[src/rtl/nav_keypad_if.sv]
// Button/move signal bundle between the raw keypad inputs and the cursor stage.
interface nav_keypad_if;
  logic btn_left;
  logic btn_right;
  logic btn_up;
  logic btn_down;
  logic move_left;
  logic move_right;
  logic move_up;
  logic move_down;
  logic held;

  modport master (
    output btn_left, btn_right, btn_up, btn_down,
    input  move_left, move_right, move_up, move_down, held
  );

  modport slave (
    input  btn_left, btn_right, btn_up, btn_down,
    output move_left, move_right, move_up, move_down, held
  );
endinterface

[src/rtl/nav_keypad.sv]
// Four-button navigation keypad: sync, debounce, priority accept, move pulses.
// Define NAV_AUTOREPEAT_EN for auto-repeat; otherwise one pulse per press.
module nav_keypad #(
  parameter int unsigned DEBOUNCE_CYCLES = 250000,
  parameter int unsigned REPEAT_DELAY    = 25000000,
  parameter int unsigned REPEAT_PERIOD   = 5000000
) (
  input  logic         clk,
  input  logic         reset,
  nav_keypad_if.slave  kp
);

  typedef enum logic [1:0] {IDLE, DELAY, REPEAT, WAIT_REL} state_e;

  localparam logic [19:0] DB_MAX = 20'(DEBOUNCE_CYCLES - 1);

  // Bit order throughout: 0 left, 1 right, 2 up, 3 down.
  logic [3:0]  btn_raw;
  logic [3:0]  sync1_q, sync1_d;
  logic [3:0]  sync2_q, sync2_d;
  logic [19:0] db_cnt_q [4];
  logic [19:0] db_cnt_d [4];
  logic [3:0]  db_lvl_q, db_lvl_d;
  state_e      state_q, state_d;
  logic [1:0]  dir_q, dir_d;
  logic [3:0]  move_q, move_d;
`ifdef NAV_AUTOREPEAT_EN
  localparam logic [25:0] RD_MAX = 26'(REPEAT_DELAY - 1);
  localparam logic [25:0] RP_MAX = 26'(REPEAT_PERIOD - 1);
  logic [25:0] timer_q, timer_d;
`endif

  assign btn_raw = {kp.btn_down, kp.btn_up, kp.btn_right, kp.btn_left};

  always_comb begin
    sync1_d  = btn_raw;
    sync2_d  = sync1_q;
    db_lvl_d = db_lvl_q;
    for (int unsigned i = 0; i < 4; i++) begin
      db_cnt_d[i] = '0;
      if (sync2_q[i] != db_lvl_q[i]) begin
        if (db_cnt_q[i] == DB_MAX) db_lvl_d[i] = ~db_lvl_q[i];
        else                       db_cnt_d[i] = db_cnt_q[i] + 20'd1;
      end
    end
  end

  always_comb begin
    state_d = state_q;
    dir_d   = dir_q;
    move_d  = '0;
`ifdef NAV_AUTOREPEAT_EN
    timer_d = timer_q;
`endif
    case (state_q)
      IDLE: begin
        if (|db_lvl_q) begin
          if      (db_lvl_q[0]) dir_d = 2'd0;
          else if (db_lvl_q[1]) dir_d = 2'd1;
          else if (db_lvl_q[2]) dir_d = 2'd2;
          else                  dir_d = 2'd3;
          move_d[dir_d] = 1'b1;
`ifdef NAV_AUTOREPEAT_EN
          timer_d = RD_MAX;
          state_d = DELAY;
`else
          state_d = WAIT_REL;
`endif
        end
      end
`ifdef NAV_AUTOREPEAT_EN
      // Release is checked first so it wins over a timer-zero pulse.
      DELAY, REPEAT: begin
        if (!db_lvl_q[dir_q]) begin
          state_d = IDLE;
        end else if (timer_q == '0) begin
          move_d[dir_q] = 1'b1;
          timer_d       = RP_MAX;
          state_d       = REPEAT;
        end else begin
          timer_d = timer_q - 26'd1;
        end
      end
`endif
      WAIT_REL: begin
        if (!db_lvl_q[dir_q]) state_d = IDLE;
      end
      default: state_d = IDLE;
    endcase
  end

  always_ff @(posedge clk) begin
    if (reset) begin
      sync1_q  <= '0;
      sync2_q  <= '0;
      db_lvl_q <= '0;
      state_q  <= IDLE;
      dir_q    <= '0;
      move_q   <= '0;
`ifdef NAV_AUTOREPEAT_EN
      timer_q  <= '0;
`endif
      for (int unsigned i = 0; i < 4; i++) db_cnt_q[i] <= '0;
    end else begin
      sync1_q  <= sync1_d;
      sync2_q  <= sync2_d;
      db_lvl_q <= db_lvl_d;
      state_q  <= state_d;
      dir_q    <= dir_d;
      move_q   <= move_d;
`ifdef NAV_AUTOREPEAT_EN
      timer_q  <= timer_d;
`endif
      for (int unsigned i = 0; i < 4; i++) db_cnt_q[i] <= db_cnt_d[i];
    end
  end

  assign kp.move_left  = move_q[0];
  assign kp.move_right = move_q[1];
  assign kp.move_up    = move_q[2];
  assign kp.move_down  = move_q[3];
  assign kp.held       = (state_q != IDLE);

endmodule

[src/flat_wrapper.sv]
// flat-port wrapper written by rule: the top's interface ports become plain ports
module nav_keypad_flat 
#(
  parameter int unsigned DEBOUNCE_CYCLES = 250000,
  parameter int unsigned REPEAT_DELAY    = 25000000,
  parameter int unsigned REPEAT_PERIOD   = 5000000
)
  (clk, reset, kp_btn_left, kp_btn_right, kp_btn_up, kp_btn_down, kp_move_left, kp_move_right, kp_move_up, kp_move_down, kp_held);
  nav_keypad_if kp_i ();
  input  logic clk;
  input  logic reset;
  input wire logic [$bits(kp_i.btn_left)-1:0] kp_btn_left;
  input wire logic [$bits(kp_i.btn_right)-1:0] kp_btn_right;
  input wire logic [$bits(kp_i.btn_up)-1:0] kp_btn_up;
  input wire logic [$bits(kp_i.btn_down)-1:0] kp_btn_down;
  output wire logic [$bits(kp_i.move_left)-1:0] kp_move_left;
  output wire logic [$bits(kp_i.move_right)-1:0] kp_move_right;
  output wire logic [$bits(kp_i.move_up)-1:0] kp_move_up;
  output wire logic [$bits(kp_i.move_down)-1:0] kp_move_down;
  output wire logic [$bits(kp_i.held)-1:0] kp_held;
  assign kp_i.btn_left = kp_btn_left;
  assign kp_i.btn_right = kp_btn_right;
  assign kp_i.btn_up = kp_btn_up;
  assign kp_i.btn_down = kp_btn_down;
  assign kp_move_left = kp_i.move_left;
  assign kp_move_right = kp_i.move_right;
  assign kp_move_up = kp_i.move_up;
  assign kp_move_down = kp_i.move_down;
  assign kp_held = kp_i.held;
  nav_keypad #(.DEBOUNCE_CYCLES(DEBOUNCE_CYCLES), .REPEAT_DELAY(REPEAT_DELAY), .REPEAT_PERIOD(REPEAT_PERIOD)) u_core (.clk(clk), .reset(reset), .kp(kp_i));
endmodule
[config.mk]
export PLATFORM = sky130hd
export DESIGN_NAME = nav_keypad_flat
export DESIGN_NICKNAME = d
export VERILOG_FILES = /design/src/rtl/nav_keypad_if.sv /design/src/rtl/nav_keypad.sv /design/src/flat_wrapper.sv
export SDC_FILE = /design/constraint.sdc
export NUM_CORES = 1
export LEC_CHECK = 0
export ABC_AREA = 1
export BUFFER_PORTS_ARGS = -buffer_cell sky130_fd_sc_hd__buf_2
export CAP_MARGIN = 5
export CORE_MARGIN = 5
export CORE_UTILIZATION = 35
export DETAILED_ROUTE_END_ITERATION = 8
export GPL_TIMING_DRIVEN = 0
export SLEW_MARGIN = 5
export SYNTH_ARGS = -nofsm -noshare
export SYNTH_HDL_FRONTEND = slang
export SYNTH_SLANG_ARGS = --single-unit
[constraint.sdc]
create_clock -name clk -period 1.3 [get_ports clk]
set_input_delay 0.26 -clock clk [delete_from_list [all_inputs] [get_ports clk]]
set_output_delay 0.26 -clock clk [all_outputs]
set_load 0.01 [all_outputs]
==> flow_summary.yaml, run 1 <==
logic_synthesis:
  synth_cell_types: 28
  yosysSeqAreaShare: 0.3992
  synth_xor_area_frac: 0.06174
  synth_compound_area_frac: 0.05796
  synth_top_family_by_area: "simple AND/OR/NAND/NOR gates"
  ys_ff_latch: 99
  netlist_area_um2: 4965
  synth_adder_area_share: 0.01008
  synth_mux_area_frac: 0
  synthCells: 744
  synth_nets: 754
  avgSynthCellArea_um2: 6.673
  yosysWarnings: 0
  synth-simple-area-share: 0.3861
clock_network:
  cts-root-buf: "clkbuf_16"
  cts.path.max_buffers: 2
  htree_levels: 3
  path_clk_slew_ps: 70
  clk_latency_ps: 350
  cts_tree: "yes"
  hold_buffers: 0
  cts_sinks: 99
  numCtsBuffers: 9
floorplan:
  floorplan.initialDensity: 0.3577
  die-area_um2: 16670
  io-pin-count: 11
  coreArea_um2: 13880
  die_w_um: 129.1
  die_height_um: 129.1
  std_cell_rows: 43
timing:
  maxSlewHeadroom: 0.7953
  slew_viol_final: 0
  final.setup.tns_ps: -912.8
  max_freq_ghz: 0.7326
  hold_violations: 0
  rsz0062_at_grt: "true"
  worstMarginPinSlew_ps: 305.9
  holdWs_ps: 109.0
  skew_ps: 8.685
  fin_ws_ps: -64.99
  finalCriticalPeriod_ps: 1365
  finalCritPeriodShare: 1.050
  final-setup-viol-count: 44
cells_and_area:
  syn_to_final_growth_pct: 34.70
  stdcell_count: 992
  drive_gt1_frac: 0.3424
  multi_input_area_um2: 3214
  nets: 819
  regArea_um2: 2054
  num-fill-cells: 1385
  final_cell_area_um2: 6688
  antenna_cells: 0
placed_design:
  placed_area_um2: 5300
  dp_cells: 933
  place.gp.congestion: 0.8469
  hpwl_mm: 7.532
  pre_cts_slack_ps: -211.4
  io_buffers: 9
drt:
  vias: 4627
  wirelength_mm: 11.48
  final_antenna_net_count: 0
  met1_length_mm: 5.538
  wl_per_cell_um: 11.58
  drtPass1Iterations: 6
  highest_layer: "met4"
  drc: 0
  met3WireLength_um: 387
  via_per_inst: 4.664
  wl_met2_mm: 5.294
  first_iter_violations: 285
setup_path:
  r2r_cells: 9
  end_kind: "register"
  reg2reg_slack_ps: -60
  r2r-start: "u_core.db_cnt_q[3][15]"
  required_ps: 1540
  crit_path_max_fanout: 4
  r2r_end: "u_core.db_cnt_q[3][3]"
  arrival_ps: 1610
  critPathLaunchType: "register"
  worst-setup-path-type: "reg -> reg"
power:
  p_per_area_nw_per_um2: 897.1
  p_leak_nw: 2.152
  ir_drop_v: 0.0006720
global_routing:
  grt_max_degree: 15
  grt-ovfl-total: 0
  track_usage: 0.1402
  grt_pass1_wl_mm: 19.16
  grt_antenna_before_repair: 0
  grt_pass1_vias: 4273
hold_path:
  min_to: "u_core.sync1_q[2]"
  hold_path.class: "in -> reg"
  hp-start: "kp_btn_up"
  hold-path-cell-count: 3
status:
  violations: "setup timing"
  outcome: "complete, but fails checks"
run:
  maxCapViolCount: 0
-- power breakdown --
| group | switching (mW) | leakage, nW | internal [mW] |
|---|---|---|---|
| logic | 0.0742 | 1.18 | 0.0660 |
| registers | 0.00881 | 0.823 | 3.03 |
| clock network | 1.15 | 0.145 | 1.66 |
| total | 1.24 | 2.15 | 4.76 |
-- cells in the mapped netlist --
master | n | share of area
or2_0 | 3 | 0.0038
inv_2 | 1 | 0.00076
nand2_4 | 1 | 0.0023
nand4_1 | 11 | 0.014
inv_1 | 90 | 0.068
o21ai_0 | 15 | 0.015
nor2_1 | 178 | 0.13
buf_12 | 1 | 0.0040
a21oi_1 | 33 | 0.033
nand3_2 | 3 | 0.0060
nor3_1 | 8 | 0.0081
o21bai_1 | 3 | 0.0045
or2_1 | 1 | 0.0013
nand3_1 | 46 | 0.046
nor2_4 | 2 | 0.0045
ha_1 | 4 | 0.010
xnor2_1 | 13 | 0.023
a21oi_2 | 2 | 0.0035
nand2_1 | 176 | 0.13
nand2_2 | 5 | 0.0063
or2_2 | 2 | 0.0025
buf_4 | 2 | 0.0030
buf_6 | 4 | 0.0091
xor2_1 | 22 | 0.039
dfxtp_1 | 99 | 0.40
o211ai_1 | 1 | 0.0015
nand3b_1 | 3 | 0.0045
nor2_2 | 15 | 0.019
-- sequential cells by signal, summed over array words and instances (netlist names) --
| signal | count |
|---|---|
| u_core.sync2_q | 4 |
| u_core.state_q | 1 |
| u_core.dir_q | 2 |
| u_core.move_q | 4 |
| u_core.db_lvl_q | 4 |
| u_core.sync1_q | 4 |
| u_core.db_cnt_q | 80 |
-- cell type report --
class                      instances  share of cell area
buffer                             6             0.01123
clock buffer                      11             0.03480
timing repair buffer              55             0.07128
clock inverter                     3            0.009729
inverter                          91             0.05145
tap                              180             0.03368
multi-input combinational        547              0.4806
sequential                        99              0.3072
-- stage by stage --
stage / power [mW] / utilization
after floorplan: 3.190 / -
after global placement: 3.214 / 0.3818
after detailed placement: 3.214 / 0.3818
after CTS: 6.058 / 0.4379
after global routing: 6.198 / 0.4818
final: 5.999 / 0.4818
-- cell usage in the layout, fill, tap and decap left out, types with 21 or more instances in the layout --
| cell type | count |
|---|---|
| a21oi_2 | 27 |
| buf_4 | 30 |
| dfxtp_1 | 57 |
| dfxtp_2 | 34 |
| inv_1 | 86 |
| nand2_1 | 164 |
| nand3_1 | 35 |
| nor2_1 | 110 |
| nor2_2 | 55 |
| nor2_4 | 30 |
| xor2_1 | 21 |
-- what timing repair did --
| item | 4_1_cts | 5_1_grt |
|---|---|---|
| resized for setup | 74 | 163 |
| cloned | 4 | 1 |
| pin swaps | 22 | 37 |
| buffers inserted | 28 | 16 |
| endpoints found under the setup margin | 84 | 85 |
-- per-layer routing --
layer,vias up,global-route usage
met3,20,0.02556
met1,2098,0.1845
li1,2433,-
met5,-,0
met2,76,0.2216
met4,0,0.06918
-- how the worst max path moves through the flow --
stage               slack (ps)  depth (start not counted)                     end                    from
finish                     -60                          9   u_core.db_cnt_q[3][3]  u_core.db_cnt_q[3][15]
CTS                        -90                         10   u_core.db_cnt_q[3][3]   u_core.db_cnt_q[3][1]
floorplan                  -20                          9  u_core.db_cnt_q[3][10]   u_core.db_cnt_q[3][0]
global route              -160                          9   u_core.db_cnt_q[3][3]  u_core.db_cnt_q[3][15]
global placement          -220                          9   u_core.db_cnt_q[3][8]   u_core.db_cnt_q[3][0]
detailed placement        -210                          9   u_core.db_cnt_q[3][7]   u_core.db_cnt_q[3][0]
-- cells by family after synthesis --
family,count (synthesis)
simple gates,454
flops,99
buf+inv,98
compound gates,54
xor+xnor,35
fa+ha+maj,4
-- worst max-delay path: stages, from the launching register on --
cell     delay [ps]
dfxtp_2         350
nand2_1          90
nor2_2          140
nand2_1         100
nor2_4          120
nand2_2          80
nand2_4         120
buf_6           120
buf_6            90
a21oi_2          30
No activity file was read; power rests on OpenSTA's default activity.
==> run 2, diff against run 1 <==
--- a/config.mk
+++ b/config.mk
@@ -9,10 +9,12 @@
 export BUFFER_PORTS_ARGS = -buffer_cell sky130_fd_sc_hd__buf_2
 export CAP_MARGIN = 5
 export CORE_MARGIN = 5
-export CORE_UTILIZATION = 35
+export CORE_UTILIZATION = 56
 export DETAILED_ROUTE_END_ITERATION = 8
 export GPL_TIMING_DRIVEN = 0
+export PLACE_DENSITY = 0.75
 export SLEW_MARGIN = 5
 export SYNTH_ARGS = -nofsm -noshare
 export SYNTH_HDL_FRONTEND = slang
 export SYNTH_SLANG_ARGS = --single-unit
+export TNS_END_PERCENT = 20
==> run 2 against run 1 <==
  * The run still ends with setup timing left
  * Final cell count shrank 9.3%
  * Global-route usage grew 5.3 points
  * Wire length shrank 3.0%
  * Clock power shrank 18%
  * Utilization grew 21 points
  * Flip-flop and latch count is the same
  * Power shrank 8.9%
  * Critical path type unchanged
  * Largest cell class unchanged
  * Highest routed layer unchanged
==> flow_summary.yaml, run 2 (same netlist as run 1, synthesis figures left out) <==
setup_path:
  worst-setup-path-type: "reg -> reg"
  r2r_end: "u_core.db_cnt_q[3][8]"
  critPathLaunchType: "register"
  arrival_ps: 1690
  reg2reg_slack_ps: -120
  end_kind: "register"
  r2r-start: "u_core.db_cnt_q[3][0]"
  r2r_cells: 9
  worst_path_largest_cell_delay_ps: 380
  crit_path_max_fanout: 7
  slowest_stage: "dfxtp_4"
  crit_chain: "ha_4, nand2_4, nor2_4, nand2_2, nor2_4, nand2_4, nand2_8, clkbuf_16, nor2_2"
  required_ps: 1570
clock_network:
  htree_levels: 3
  numCtsBuffers: 9
  cts-root-buf: "clkbuf_8"
  cts_sinks: 99
  cts_tree: "yes"
  path_clk_slew_ps: 100
  clk_latency_ps: 370
  cts.path.max_buffers: 2
hold_path:
  hp-start: "reset"
  min_to: "u_core.sync1_q[0]"
  hold_path.class: "in -> reg"
  hold-path-cell-count: 2
drt:
  vias: 4706
  wl_met2_mm: 5.335
  first_iter_violations: 245
  wl_per_cell_um: 12.38
  wirelength_mm: 11.14
  via_per_inst: 5.229
  drtPass1Iterations: 5
  met1_length_mm: 5.039
  met3WireLength_um: 548
  highest_layer: "met4"
  drc: 0
  final_antenna_net_count: 0
cells_and_area:
  largest-register: "u_core.db_cnt_q"
  largest_reg_flops: 80
  syn_to_final_growth_pct: 21.22
  num-fill-cells: 710
  mostFrequentLayoutCells: "169 x nand2_1, 142 x nor2_1, 87 x inv_1, 70 x dfxtp_1, 42 x nand3_1"
  post-route-util: 0.6935
  drive_gt1_frac: 0.2247
  antenna_cells: 0
  multi_input_area_um2: 2922
  nets: 797
  layout_commonest_cell: "nand2_1"
  final_cell_area_um2: 6018
  regArea_um2: 2028
global_routing:
  track_usage: 0.1929
  grt_pass1_vias: 4291
  grt_max_degree: 18
  grt_antenna_before_repair: 0
  grt_pass1_wl_mm: 18.21
  grt-ovfl-total: 0
timing:
  max_freq_ghz: 0.7040
  rsz0062_at_grt: "true"
  final-setup-viol-count: 39
  slew_viol_final: 0
  finalCritPeriodShare: 1.093
  hold_violations: 0
  worstMarginPinSlew_ps: 289.5
  fin_ws_ps: -120.4
  maxSlewHeadroom: 0.8070
  finalCriticalPeriod_ps: 1420
  skew_ps: 13.67
power:
  clock_power_share: 0.420
  ir_drop_v: 0.0008261
  power_switching_share: 0.2214
  p_comb_frac: 0.022
  intPower_mw: 4.255
  p_leak_nw: 1.961
  p_per_area_nw_per_um2: 908.0
  p_total_mw: 5.465
  pwr-share-seq: 0.558
  power.switching_mw: 1.210
placed_design:
  hpwl_mm: 7.436
  place.gp.congestion: 0.9066
  io_buffers: 9
  placed_area_um2: 5202
status:
  outcome: "complete, but fails checks"
  violations: "setup timing"
floorplan:
  die-area_um2: 10850
  coreArea_um2: 8678
  floorplan.initialDensity: 0.5721
  die_height_um: 104.2
  io-pin-count: 11
  std_cell_rows: 34
  die_w_um: 104.2
run:
  maxCapViolCount: 0
run 2: power by group through the flow:
stage	sequential [mW]	combinational (mW)	clock (mW)
after detailed placement	3.13	0.0869	0
final	3.05	0.122	2.30
after CTS	3.05	0.106	2.34
after global placement	3.12	0.0847	0
after global routing	3.05	0.138	2.45
after floorplan	3.12	0.0657	0
run 2: layout make-up:
type | count | area share
Buffer | 7 | 0.01580
Clock buffer | 10 | 0.02287
Clock inverter | 6 | 0.01580
Inverter | 91 | 0.05676
Multi-Input combinational cell | 547 | 0.4854
Sequential cell | 99 | 0.3370
Tap cell | 108 | 0.02245
Timing Repair Buffer | 32 | 0.04387
run 2: how the worst max path moves through the flow:
| stage | startpoint | slack (ps) | cells past startpoint | end |
|---|---|---|---|---|
| CTS | u_core.db_cnt_q[3][0] | -110 | 9 | u_core.db_cnt_q[3][1] |
| floorplan | u_core.db_cnt_q[3][0] | -20 | 9 | u_core.db_cnt_q[3][10] |
| global route | u_core.db_cnt_q[3][0] | -200 | 9 | u_core.db_cnt_q[3][10] |
| finish | u_core.db_cnt_q[3][0] | -120 | 9 | u_core.db_cnt_q[3][8] |
| global placement | u_core.db_cnt_q[1][0] | -210 | 7 | u_core.db_cnt_q[1][17] |
| detailed placement | u_core.db_cnt_q[0][1] | -240 | 7 | u_core.db_cnt_q[0][11] |
run 2: through the flow:
step / instances / hold slack [ps] / setup slack (ps) / TNS [ps]
after floorplan: 744 / 367.0 / -22.70 / -364.0
final: 900 / 83.17 / -120.4 / -3173
after detailed placement: 861 / 401.9 / -239.4 / -10910
after global routing: 900 / 83.19 / -200.6 / -8024
after global placement: 861 / 397.7 / -207.5 / -8554
after CTS: 891 / 74.54 / -110.6 / -2862
run 2: layer usage:
layer  up-vias  track usage
li1       2388            -
met4         0      0.05273
met1      2143       0.2521
met2       144       0.3251
met3        31      0.03662
met5         -            0
run 2: repair_timing:
action,4_1_cts,5_1_grt
pin swaps,13,9
hold buffers,0,0
setup endpoints to repair,82,90
endpoints found under the hold margin,0,0
buffers inserted,13,7
gates cloned,1,2
resized for setup,42,80
run 2: critical path: cells and delay by family (launching register included):
| family | cells | cell delay [ps] |
|---|---|---|
| fa+ha+maj | 1 | 160 |
| simple gates | 7 | 640 |
| flops | 1 | 380 |
| buf+inv | 1 | 160 |
